===== src/rtl/dram_access_ctrl_pkg.sv =====
// Shared parameters, FSM encoding and request validation for the dram access controller.
package dram_access_ctrl_pkg;

  localparam int ADDRESS_BUS_WIDTH = 8;
  localparam int DATA_BUS_WIDTH    = 24;
  localparam int NUM_ADDRESS       = 256;
  localparam int MAX_BURST         = 8;
  localparam int LEN_WIDTH         = 4;

  // One extra address bit so start+length can be compared without wrapping.
  localparam int ADDR_EXT_WIDTH = ADDRESS_BUS_WIDTH + 1;
  localparam logic [ADDR_EXT_WIDTH-1:0] ADDR_LIMIT    = ADDR_EXT_WIDTH'(NUM_ADDRESS);
  localparam logic [LEN_WIDTH-1:0]      MAX_BURST_LEN = LEN_WIDTH'(MAX_BURST);

  typedef enum logic [2:0] {
    IDLE     = 3'd0,
    RD_ISSUE = 3'd1,
    RD_DRAIN = 3'd2,
    RD_LAST  = 3'd3,
    WR_ISSUE = 3'd4,
    RESP     = 3'd5
  } state_t;

  // A request is rejected when it would touch a word outside the dram or asks
  // for an empty or oversized burst; rejected requests never reach the dram.
  function automatic logic request_error(input logic                         is_write,
                                         input logic [ADDRESS_BUS_WIDTH-1:0] addr,
                                         input logic [LEN_WIDTH-1:0]         len);
    logic [ADDR_EXT_WIDTH-1:0] addr_ext;
    logic [ADDR_EXT_WIDTH-1:0] end_ext;
    addr_ext = {1'b0, addr};
    end_ext  = addr_ext + {{(ADDR_EXT_WIDTH-LEN_WIDTH){1'b0}}, len};
    if (is_write) return (addr_ext >= ADDR_LIMIT);
    return (len == '0) || (len > MAX_BURST_LEN) || (end_ext > ADDR_LIMIT);
  endfunction

endpackage


===== src/rtl/dram_access_ctrl_if.sv =====
// Request/response handshake plus dram pin bundle. The controller is the
// initiator on this bus (master); the requester and the dram form the slave side.
interface dram_access_ctrl_if;
  import dram_access_ctrl_pkg::*;

  logic                         req_valid;
  logic                         req_ready;
  logic                         req_write;
  logic [ADDRESS_BUS_WIDTH-1:0] req_addr;
  logic [DATA_BUS_WIDTH-1:0]    req_wdata;
  logic [LEN_WIDTH-1:0]         req_len;
  logic                         rsp_valid;
  logic [DATA_BUS_WIDTH-1:0]    rsp_data;
  logic                         rsp_last;
  logic                         rsp_err;
  logic [ADDRESS_BUS_WIDTH-1:0] mem_address;
  logic [DATA_BUS_WIDTH-1:0]    mem_write_data;
  logic                         mem_read_not_write;
  logic                         mem_cs;
  logic [DATA_BUS_WIDTH-1:0]    mem_read_data;

  modport master (
    input  req_valid, req_write, req_addr, req_wdata, req_len, mem_read_data,
    output req_ready, rsp_valid, rsp_data, rsp_last, rsp_err,
           mem_address, mem_write_data, mem_read_not_write, mem_cs
  );

  modport slave (
    output req_valid, req_write, req_addr, req_wdata, req_len, mem_read_data,
    input  req_ready, rsp_valid, rsp_data, rsp_last, rsp_err,
           mem_address, mem_write_data, mem_read_not_write, mem_cs
  );

endinterface


===== src/rtl/dram_access_ctrl_mem_burst_counter.sv =====
// Burst bookkeeping: walks the dram address and tracks how many issues and
// captures remain so the FSM knows the final word of each phase.
module mem_burst_counter
  import dram_access_ctrl_pkg::*;
(
  input  logic                         clk,
  input  logic                         rst_n,
  input  logic                         load,
  input  logic [ADDRESS_BUS_WIDTH-1:0] start_addr,
  input  logic [LEN_WIDTH-1:0]         len,
  input  logic                         issue_step,
  input  logic                         capture_step,
  output logic [ADDRESS_BUS_WIDTH-1:0] addr,
  output logic                         last_issue,
  output logic                         last_capture
);

  logic [LEN_WIDTH-1:0] issue_left;
  logic [LEN_WIDTH-1:0] capture_left;

  assign last_issue   = (issue_left == LEN_WIDTH'(1));
  assign last_capture = (capture_left == LEN_WIDTH'(1));

  // Address holds on the final issue so it never steps past the end of the dram.
  always_ff @(posedge clk) begin
    if (!rst_n) begin
      addr         <= '0;
      issue_left   <= '0;
      capture_left <= '0;
    end else if (load) begin
      addr         <= start_addr;
      issue_left   <= len;
      capture_left <= len;
    end else begin
      if (issue_step && !last_issue) addr <= addr + ADDRESS_BUS_WIDTH'(1);
      if (issue_step && (issue_left != '0)) issue_left <= issue_left - LEN_WIDTH'(1);
      if (capture_step && (capture_left != '0)) capture_left <= capture_left - LEN_WIDTH'(1);
    end
  end

endmodule


===== src/rtl/dram_access_ctrl.sv =====
// Data-memory initiator: turns single writes and short read bursts into dram
// cycles and returns each word with valid/last/err. Every output is registered.
module dram_access_ctrl
  import dram_access_ctrl_pkg::*;
(
  input  logic               clk,
  input  logic               rst_n,
  dram_access_ctrl_if.master bus
);

  state_t state;
  state_t next_state;

  logic                         accept;
  logic                         req_err;
  logic                         ready_q;
  logic                         mem_cs_q, mem_cs_n;
  logic                         mem_rnw_q, mem_rnw_n;
  logic [DATA_BUS_WIDTH-1:0]    mem_wdata_q, mem_wdata_n;
  logic                         data_valid_q;
  logic                         rsp_valid_q, rsp_valid_n;
  logic                         rsp_last_q, rsp_last_n;
  logic                         rsp_err_q, rsp_err_n;
  logic [DATA_BUS_WIDTH-1:0]    rsp_data_q, rsp_data_n;
  logic [ADDRESS_BUS_WIDTH-1:0] burst_addr;
  logic                         last_issue;
  logic                         last_capture;

  // Ready is masked by reset so nothing can be accepted while rst_n is low.
  assign bus.req_ready = ready_q & rst_n;
  assign accept        = bus.req_valid & bus.req_ready;
  assign req_err       = request_error(bus.req_write, bus.req_addr, bus.req_len);

  mem_burst_counter u_counter (
    .clk          (clk),
    .rst_n        (rst_n),
    .load         (accept && !req_err),
    .start_addr   (bus.req_addr),
    .len          (bus.req_len),
    .issue_step   (state == RD_ISSUE),
    .capture_step (data_valid_q),
    .addr         (burst_addr),
    .last_issue   (last_issue),
    .last_capture (last_capture)
  );

  // State register.
  always_ff @(posedge clk) begin
    if (!rst_n) state <= IDLE;
    else        state <= next_state;
  end

  // Next-state logic: reads drain two cycles after the final issue, writes and rejects end in RESP.
  always_comb begin
    next_state = state;
    case (state)
      IDLE:     if (accept) next_state = req_err ? RESP : (bus.req_write ? WR_ISSUE : RD_ISSUE);
      RD_ISSUE: if (last_issue) next_state = RD_DRAIN;
      RD_DRAIN: next_state = RD_LAST;
      RD_LAST:  next_state = IDLE;
      WR_ISSUE: next_state = RESP;
      RESP:     next_state = IDLE;
      default:  next_state = IDLE;
    endcase
  end

  // Output logic: computes the value every output register takes at the coming edge.
  always_comb begin
    mem_cs_n    = (next_state == RD_ISSUE) || (next_state == WR_ISSUE);
    mem_rnw_n   = (next_state != WR_ISSUE);
    mem_wdata_n = (accept && bus.req_write) ? bus.req_wdata : mem_wdata_q;
    rsp_valid_n = data_valid_q || (next_state == RESP);
    rsp_last_n  = (data_valid_q && last_capture) || (next_state == RESP);
    rsp_err_n   = accept && req_err;
    rsp_data_n  = data_valid_q ? bus.mem_read_data : '0;
  end

  // Output registers; data_valid_q marks the cycle after a dram read, the only time read data is sampled.
  always_ff @(posedge clk) begin
    if (!rst_n) begin
      ready_q      <= 1'b1;
      mem_cs_q     <= 1'b0;
      mem_rnw_q    <= 1'b1;
      mem_wdata_q  <= '0;
      data_valid_q <= 1'b0;
      rsp_valid_q  <= 1'b0;
      rsp_last_q   <= 1'b0;
      rsp_err_q    <= 1'b0;
      rsp_data_q   <= '0;
    end else begin
      ready_q      <= (next_state == IDLE);
      mem_cs_q     <= mem_cs_n;
      mem_rnw_q    <= mem_rnw_n;
      mem_wdata_q  <= mem_wdata_n;
      data_valid_q <= mem_cs_q && mem_rnw_q;
      rsp_valid_q  <= rsp_valid_n;
      rsp_last_q   <= rsp_last_n;
      rsp_err_q    <= rsp_err_n;
      rsp_data_q   <= rsp_data_n;
    end
  end

  assign bus.mem_cs             = mem_cs_q;
  assign bus.mem_read_not_write = mem_rnw_q;
  assign bus.mem_address        = burst_addr;
  assign bus.mem_write_data     = mem_wdata_q;
  assign bus.rsp_valid          = rsp_valid_q;
  assign bus.rsp_last           = rsp_last_q;
  assign bus.rsp_err            = rsp_err_q;
  assign bus.rsp_data           = rsp_data_q;

endmodule


===== src/flat_wrapper.sv =====
// flat-port wrapper written by rule: the top's interface ports become plain ports
module dram_access_ctrl_flat import dram_access_ctrl_pkg::*;
  (clk, rst_n, bus_req_valid, bus_req_write, bus_req_addr, bus_req_wdata, bus_req_len, bus_mem_read_data, bus_req_ready, bus_rsp_valid, bus_rsp_data, bus_rsp_last, bus_rsp_err, bus_mem_address, bus_mem_write_data, bus_mem_read_not_write, bus_mem_cs);
  dram_access_ctrl_if bus_i ();
  input  logic clk;
  input  logic rst_n;
  input wire logic [$bits(bus_i.req_valid)-1:0] bus_req_valid;
  input wire logic [$bits(bus_i.req_write)-1:0] bus_req_write;
  input wire logic [$bits(bus_i.req_addr)-1:0] bus_req_addr;
  input wire logic [$bits(bus_i.req_wdata)-1:0] bus_req_wdata;
  input wire logic [$bits(bus_i.req_len)-1:0] bus_req_len;
  input wire logic [$bits(bus_i.mem_read_data)-1:0] bus_mem_read_data;
  output wire logic [$bits(bus_i.req_ready)-1:0] bus_req_ready;
  output wire logic [$bits(bus_i.rsp_valid)-1:0] bus_rsp_valid;
  output wire logic [$bits(bus_i.rsp_data)-1:0] bus_rsp_data;
  output wire logic [$bits(bus_i.rsp_last)-1:0] bus_rsp_last;
  output wire logic [$bits(bus_i.rsp_err)-1:0] bus_rsp_err;
  output wire logic [$bits(bus_i.mem_address)-1:0] bus_mem_address;
  output wire logic [$bits(bus_i.mem_write_data)-1:0] bus_mem_write_data;
  output wire logic [$bits(bus_i.mem_read_not_write)-1:0] bus_mem_read_not_write;
  output wire logic [$bits(bus_i.mem_cs)-1:0] bus_mem_cs;
  assign bus_i.req_valid = bus_req_valid;
  assign bus_i.req_write = bus_req_write;
  assign bus_i.req_addr = bus_req_addr;
  assign bus_i.req_wdata = bus_req_wdata;
  assign bus_i.req_len = bus_req_len;
  assign bus_i.mem_read_data = bus_mem_read_data;
  assign bus_req_ready = bus_i.req_ready;
  assign bus_rsp_valid = bus_i.rsp_valid;
  assign bus_rsp_data = bus_i.rsp_data;
  assign bus_rsp_last = bus_i.rsp_last;
  assign bus_rsp_err = bus_i.rsp_err;
  assign bus_mem_address = bus_i.mem_address;
  assign bus_mem_write_data = bus_i.mem_write_data;
  assign bus_mem_read_not_write = bus_i.mem_read_not_write;
  assign bus_mem_cs = bus_i.mem_cs;
  dram_access_ctrl u_core (.clk(clk), .rst_n(rst_n), .bus(bus_i));
endmodule

===== config.mk =====
export PLATFORM = sky130hd
export DESIGN_NAME = dram_access_ctrl_flat
export DESIGN_NICKNAME = d
export VERILOG_FILES = /design/src/rtl/dram_access_ctrl_pkg.sv /design/src/rtl/dram_access_ctrl_if.sv /design/src/rtl/dram_access_ctrl_mem_burst_counter.sv /design/src/rtl/dram_access_ctrl.sv /design/src/flat_wrapper.sv
export SDC_FILE = /design/constraint.sdc
export NUM_CORES = 1
export LEC_CHECK = 0
export ABC_AREA = 1
export BUFFER_PORTS_ARGS = -buffer_cell sky130_fd_sc_hd__buf_2
export CAP_MARGIN = 10
export CELL_PAD_IN_SITES_DETAIL_PLACEMENT = 0
export CELL_PAD_IN_SITES_GLOBAL_PLACEMENT = 1
export CORE_MARGIN = 2
export CORE_UTILIZATION = 36
export DETAILED_ROUTE_END_ITERATION = 7
export PLACE_DENSITY = 0.85
export SLEW_MARGIN = 20
export SYNTH_ARGS = -nofsm -noshare
export SYNTH_HDL_FRONTEND = slang
export SYNTH_SLANG_ARGS = --single-unit
export TNS_END_PERCENT = 1

===== constraint.sdc =====
create_clock -name clk -period 3.7 [get_ports clk]
set_clock_uncertainty 0.1 [all_clocks]
set_input_delay 0.37 -clock clk [delete_from_list [all_inputs] [get_ports clk]]
set_output_delay 0.37 -clock clk [all_outputs]
set_load 0.05 [all_outputs]

==> impl_metrics.py <==
metrics = {
    "status": {
        "run_status": "completed",
    },
    "route": {
        "post_drt_wl_per_cell_um": 11.4,
        "via_count": 2965,
        "drt_first_pass_iters": 4,
        "number_of_drc_violations_after_detailed_routing": 0,
        "antenna_violating_nets_post_route": 0,
        "drt_wl_total_mm": 7.50,
        "drt_iter0_drc": 91,
        "avgViaCountPerCell": 4.51,
    },
    "clock_tree": {
        "post-cts-setup-buffer-count": 0,
        "clock_tree.htree_level_count": 3,
        "post_cts_hold_buffer_count": 0,
        "tritoncts": "done",
        "cts_sink_count": 74,
        "clock-root-buffer": "sky130_fd_sc_hd__clkbuf_8",
        "clk-insertion-delay-late_ps": 330,
        "clock_path_buffers": 2,
        "clk_pin_slew_ps": 80,
        "post_cts_resize_count": 0,
        "cts_buffers": 9,
    },
    "timing": {
        "fmax_ghz": 0.457,
        "finalHoldViolCount": 0,
        "max_slew.worst_pin.slew_ps": 807,
        "maxSlewHeadroom_pct": 46.1,
        "final.setup.tns_ps": 0,
        "minimum_setup_slack_in_the_final_design_ps": 1510,
        "finalCriticalPeriod_ps": 2190,
        "number_of_max_slew_violations_in_the_final_report": 0,
        "grt_setup_unrepaired": "false",
        "layout_worst_path_cycle_share_pct": 59.1,
        "number_of_setup_violations_in_the_final_report": 0,
    },
    "layout": {
        "n_antenna_cell": 0,
        "nFillCells": 915,
        "area_growth_pct": 27.8,
        "layout.cells.most_common": "sky130_fd_sc_hd__buf_2",
        "total_number_of_nets_in_the_final_design": 621,
        "commonest_cells_after_routing_fill_and_taps_aside": "125 x sky130_fd_sc_hd__buf_2, 100 x sky130_fd_sc_hd__nor2_1, 74 x sky130_fd_sc_hd__dfxtp_1",
        "post-route-cell-area_um2": 4080,
        "post_route_cells_drive_above_1_share_pct": 29.3,
        "utilization_pct": 47.0,
    },
    "grt": {
        "globalRouteTotalUtil_pct": 15.9,
        "globalRoute.totalOverflow": 0,
        "first_global_vias": 2828,
        "number_of_antenna_violations_at_the_first_check_in_global_routing": 0,
        "pin_count_of_the_biggest_net_entering_global_routing": 34,
        "grt_pass1_wl_mm": 12.6,
    },
    "setup_path": {
        "worstPathRequired_ps": 3810,
        "worstSetupEndpointType": "flop",
        "timing.critical_path.fanout_max": 30,
        "worst-setup-path-type": "input port to flop",
        "setup.worst_path.start_class": "input port",
        "cp.arrival_ps": 2300,
    },
    "floorplan": {
        "initial_util_pct": 36.8,
        "die_w_um": 98.1,
        "core.rowCount": 34,
        "die_height_um": 98.1,
        "core_area_um2": 8680,
        "die_area_um2": 9630,
        "floorplan.io_pins": 126,
    },
    "power": {
        "p_sw_w": 0.000829,
        "seq_power_share_pct": 40.9,
        "comb_power_share_pct": 29.1,
        "intPower_w": 0.00144,
        "p_leak_nw": 2.22,
        "power.share.switching_pct": 36.5,
        "p_clk_share_pct": 30.0,
        "power_per_cell_area_nw_per_um2": 557,
        "vdd.ir_drop.worst_uv": 240,
    },
    "logic_synthesis": {
        "compound_gate_portion_of_the_synthesized_area_pct": 8.75,
        "synth_nets": 498,
        "synthesis.area_per_instance_um2": 7.54,
        "ys_seq_elements": 74,
        "syn_inst": 423,
        "register_area_share_after_synthesis_pct": 46.4,
        "ys_types": 31,
        "synth_mux_area_share_pct": 0,
        "largest_family_of_logic_cells_by_synthesized_area": "simple AND/OR/NAND/NOR gates",
        "synth-simple-area-share_pct": 28.3,
        "synthXorXnorAreaFrac_pct": 2.20,
        "post_synth_instance_area_um2": 3190,
        "synth_fa_ha_area_share_pct": 4.55,
        "yosys_warnings": 0,
    },
    "placement": {
        "place.gp.congestion": 0.859,
        "placedInstanceArea_um2": 3870,
        "post-place-ws_ps": 1170,
        "post-dp-hpwl_mm": 5.48,
        "port_buffers": 125,
    },
    "worst_hold_path": {
        "hold_path.class": "input port to flop",
    },
    "flow_run": {
        "max-cap-violations": 0,
    },
}
==> power by group through the flow <==
stage,clock (W),sequential [W],combinational (W)
3_3_place_gp,0,0.000946,0.000659
4_1_cts,0.000702,0.000930,0.000667
3_5_place_dp,0,0.000947,0.000665
5_1_grt,0.000723,0.000941,0.000728
6_report,0.000683,0.000929,0.000661
2_1_floorplan,0,0.00116,0.000301
==> registers in the layout, indices dropped and copies added, names as in the netlist <==
name	cells
u_core.u_counter.addr	8
u_core.ready_q	1
u_core.u_counter.capture_left	4
u_core.bus.rsp_data	24
u_core.state	3
u_core.data_valid_q	1
u_core.bus.mem_write_data	24
u_core.bus.rsp_last	1
u_core.bus.rsp_valid	1
u_core.bus.mem_cs	1
u_core.u_counter.issue_left	4
u_core.bus.rsp_err	1
u_core.bus.mem_read_not_write	1
==> logic make-up after synthesis <==
| group | count (synthesis) |
|---|---|
| DFF | 74 |
| xor gates and xnor gates | 8 |
| adders and majority gates | 11 |
| and+or+nand+nor | 205 |
| AOI/OAI and AO/OA | 51 |
| buffers and inverters | 74 |
==> routing by layer <==
| metal | global-route usage (%) | share of wire [%] | up-vias |
|---|---|---|---|
| met5 | 0 | 0 | - |
| met1 | 19.0 | 45 | 1330 |
| li1 | - | - | 1557 |
| met2 | 27.0 | 48 | 70 |
| met4 | 6.43 | 1.2 | 0 |
| met3 | 4.44 | 5.3 | 8 |
==> cells in the mapped netlist <==
master	n	area (um2)
sky130_fd_sc_hd__a21oi_1	14	70.1
sky130_fd_sc_hd__a21oi_2	4	35.0
sky130_fd_sc_hd__buf_1	4	15.0
sky130_fd_sc_hd__buf_12	1	20.0
sky130_fd_sc_hd__buf_4	1	7.51
sky130_fd_sc_hd__buf_6	2	22.5
sky130_fd_sc_hd__clkbuf_1	6	22.5
sky130_fd_sc_hd__dfxtp_1	74	1480
sky130_fd_sc_hd__fa_1	1	20.0
sky130_fd_sc_hd__ha_1	10	125
sky130_fd_sc_hd__inv_1	56	210
sky130_fd_sc_hd__inv_2	4	15.0
sky130_fd_sc_hd__nand2_1	54	203
sky130_fd_sc_hd__nand2_2	3	18.8
sky130_fd_sc_hd__nand2_4	2	22.5
sky130_fd_sc_hd__nand2_8	1	20.0
sky130_fd_sc_hd__nand3_1	34	170
sky130_fd_sc_hd__nand3b_1	1	7.51
sky130_fd_sc_hd__nand4_1	1	6.26
sky130_fd_sc_hd__nor2_1	100	375
sky130_fd_sc_hd__nor2_2	2	12.5
sky130_fd_sc_hd__nor2_4	2	22.5
sky130_fd_sc_hd__nor3_1	3	15.0
sky130_fd_sc_hd__nor3_4	1	16.3
sky130_fd_sc_hd__nor3b_2	1	12.5
sky130_fd_sc_hd__o211a_1	1	10.0
sky130_fd_sc_hd__o21ai_0	28	140
sky130_fd_sc_hd__o21ai_1	3	15.0
sky130_fd_sc_hd__o21ai_2	1	8.76
sky130_fd_sc_hd__xnor2_1	6	52.6
sky130_fd_sc_hd__xor2_1	2	17.5
==> metrics by stage <==
step                hold WS (ps)  std cells  power (W)
CTS                          120        658    0.00230
detailed placement           321        643    0.00161
global route                 126        658    0.00239
finish                       142        658    0.00227
floorplan                    382        423    0.00146
global placement             317        643    0.00160
==> critical path: stages <==
cell and delay (ps):
sky130_fd_sc_hd__buf_2 110, sky130_fd_sc_hd__ha_1 220, sky130_fd_sc_hd__fa_1 430, sky130_fd_sc_hd__nor2_1 130
sky130_fd_sc_hd__nor2_1 50, sky130_fd_sc_hd__nor2_1 90, sky130_fd_sc_hd__nand3_1 70, sky130_fd_sc_hd__nand2_1 70
sky130_fd_sc_hd__nand2_2 80, sky130_fd_sc_hd__nand2_4 120, sky130_fd_sc_hd__nand2_4 220, sky130_fd_sc_hd__nand2_1 120
sky130_fd_sc_hd__nand2_1 50, sky130_fd_sc_hd__nor2_1 100, sky130_fd_sc_hd__nor2_1 40
==> path summary, 6_finish.rpt <==
kind	startpoint	to	slack (ps)	depth (start not counted)
max reg2reg	u_core.ready_q$_SDFF_PN1_	u_core.bus.mem_write_data[5]$_SDFFE_PN0P_	1830	7
max	bus_req_len[0]	u_core.u_counter.issue_left[2]$_SDFFE_PN0P_	1510	15
min reg2reg	u_core.bus.mem_read_not_write$_SDFF_PN1_	u_core.data_valid_q$_SDFF_PN0_	330	2
min	bus_mem_read_data[3]	u_core.bus.rsp_data[3]$_SDFF_PN0_	140	3
==> cell type report <==
cell class / instances / area (um2) / area share (%)
Multi-Input combinational cell: 275 / 1400 / 34.2
Tap cell: 108 / 135 / 3.31
Sequential cell: 74 / 1480 / 36.3
Timing Repair Buffer: 126 / 633 / 15.5
Clock buffer: 10 / 128 / 3.13
Clock inverter: 5 / 80.1 / 1.96
Inverter: 60 / 225 / 5.52
Note: power is estimated with default switching activity, not from simulation.
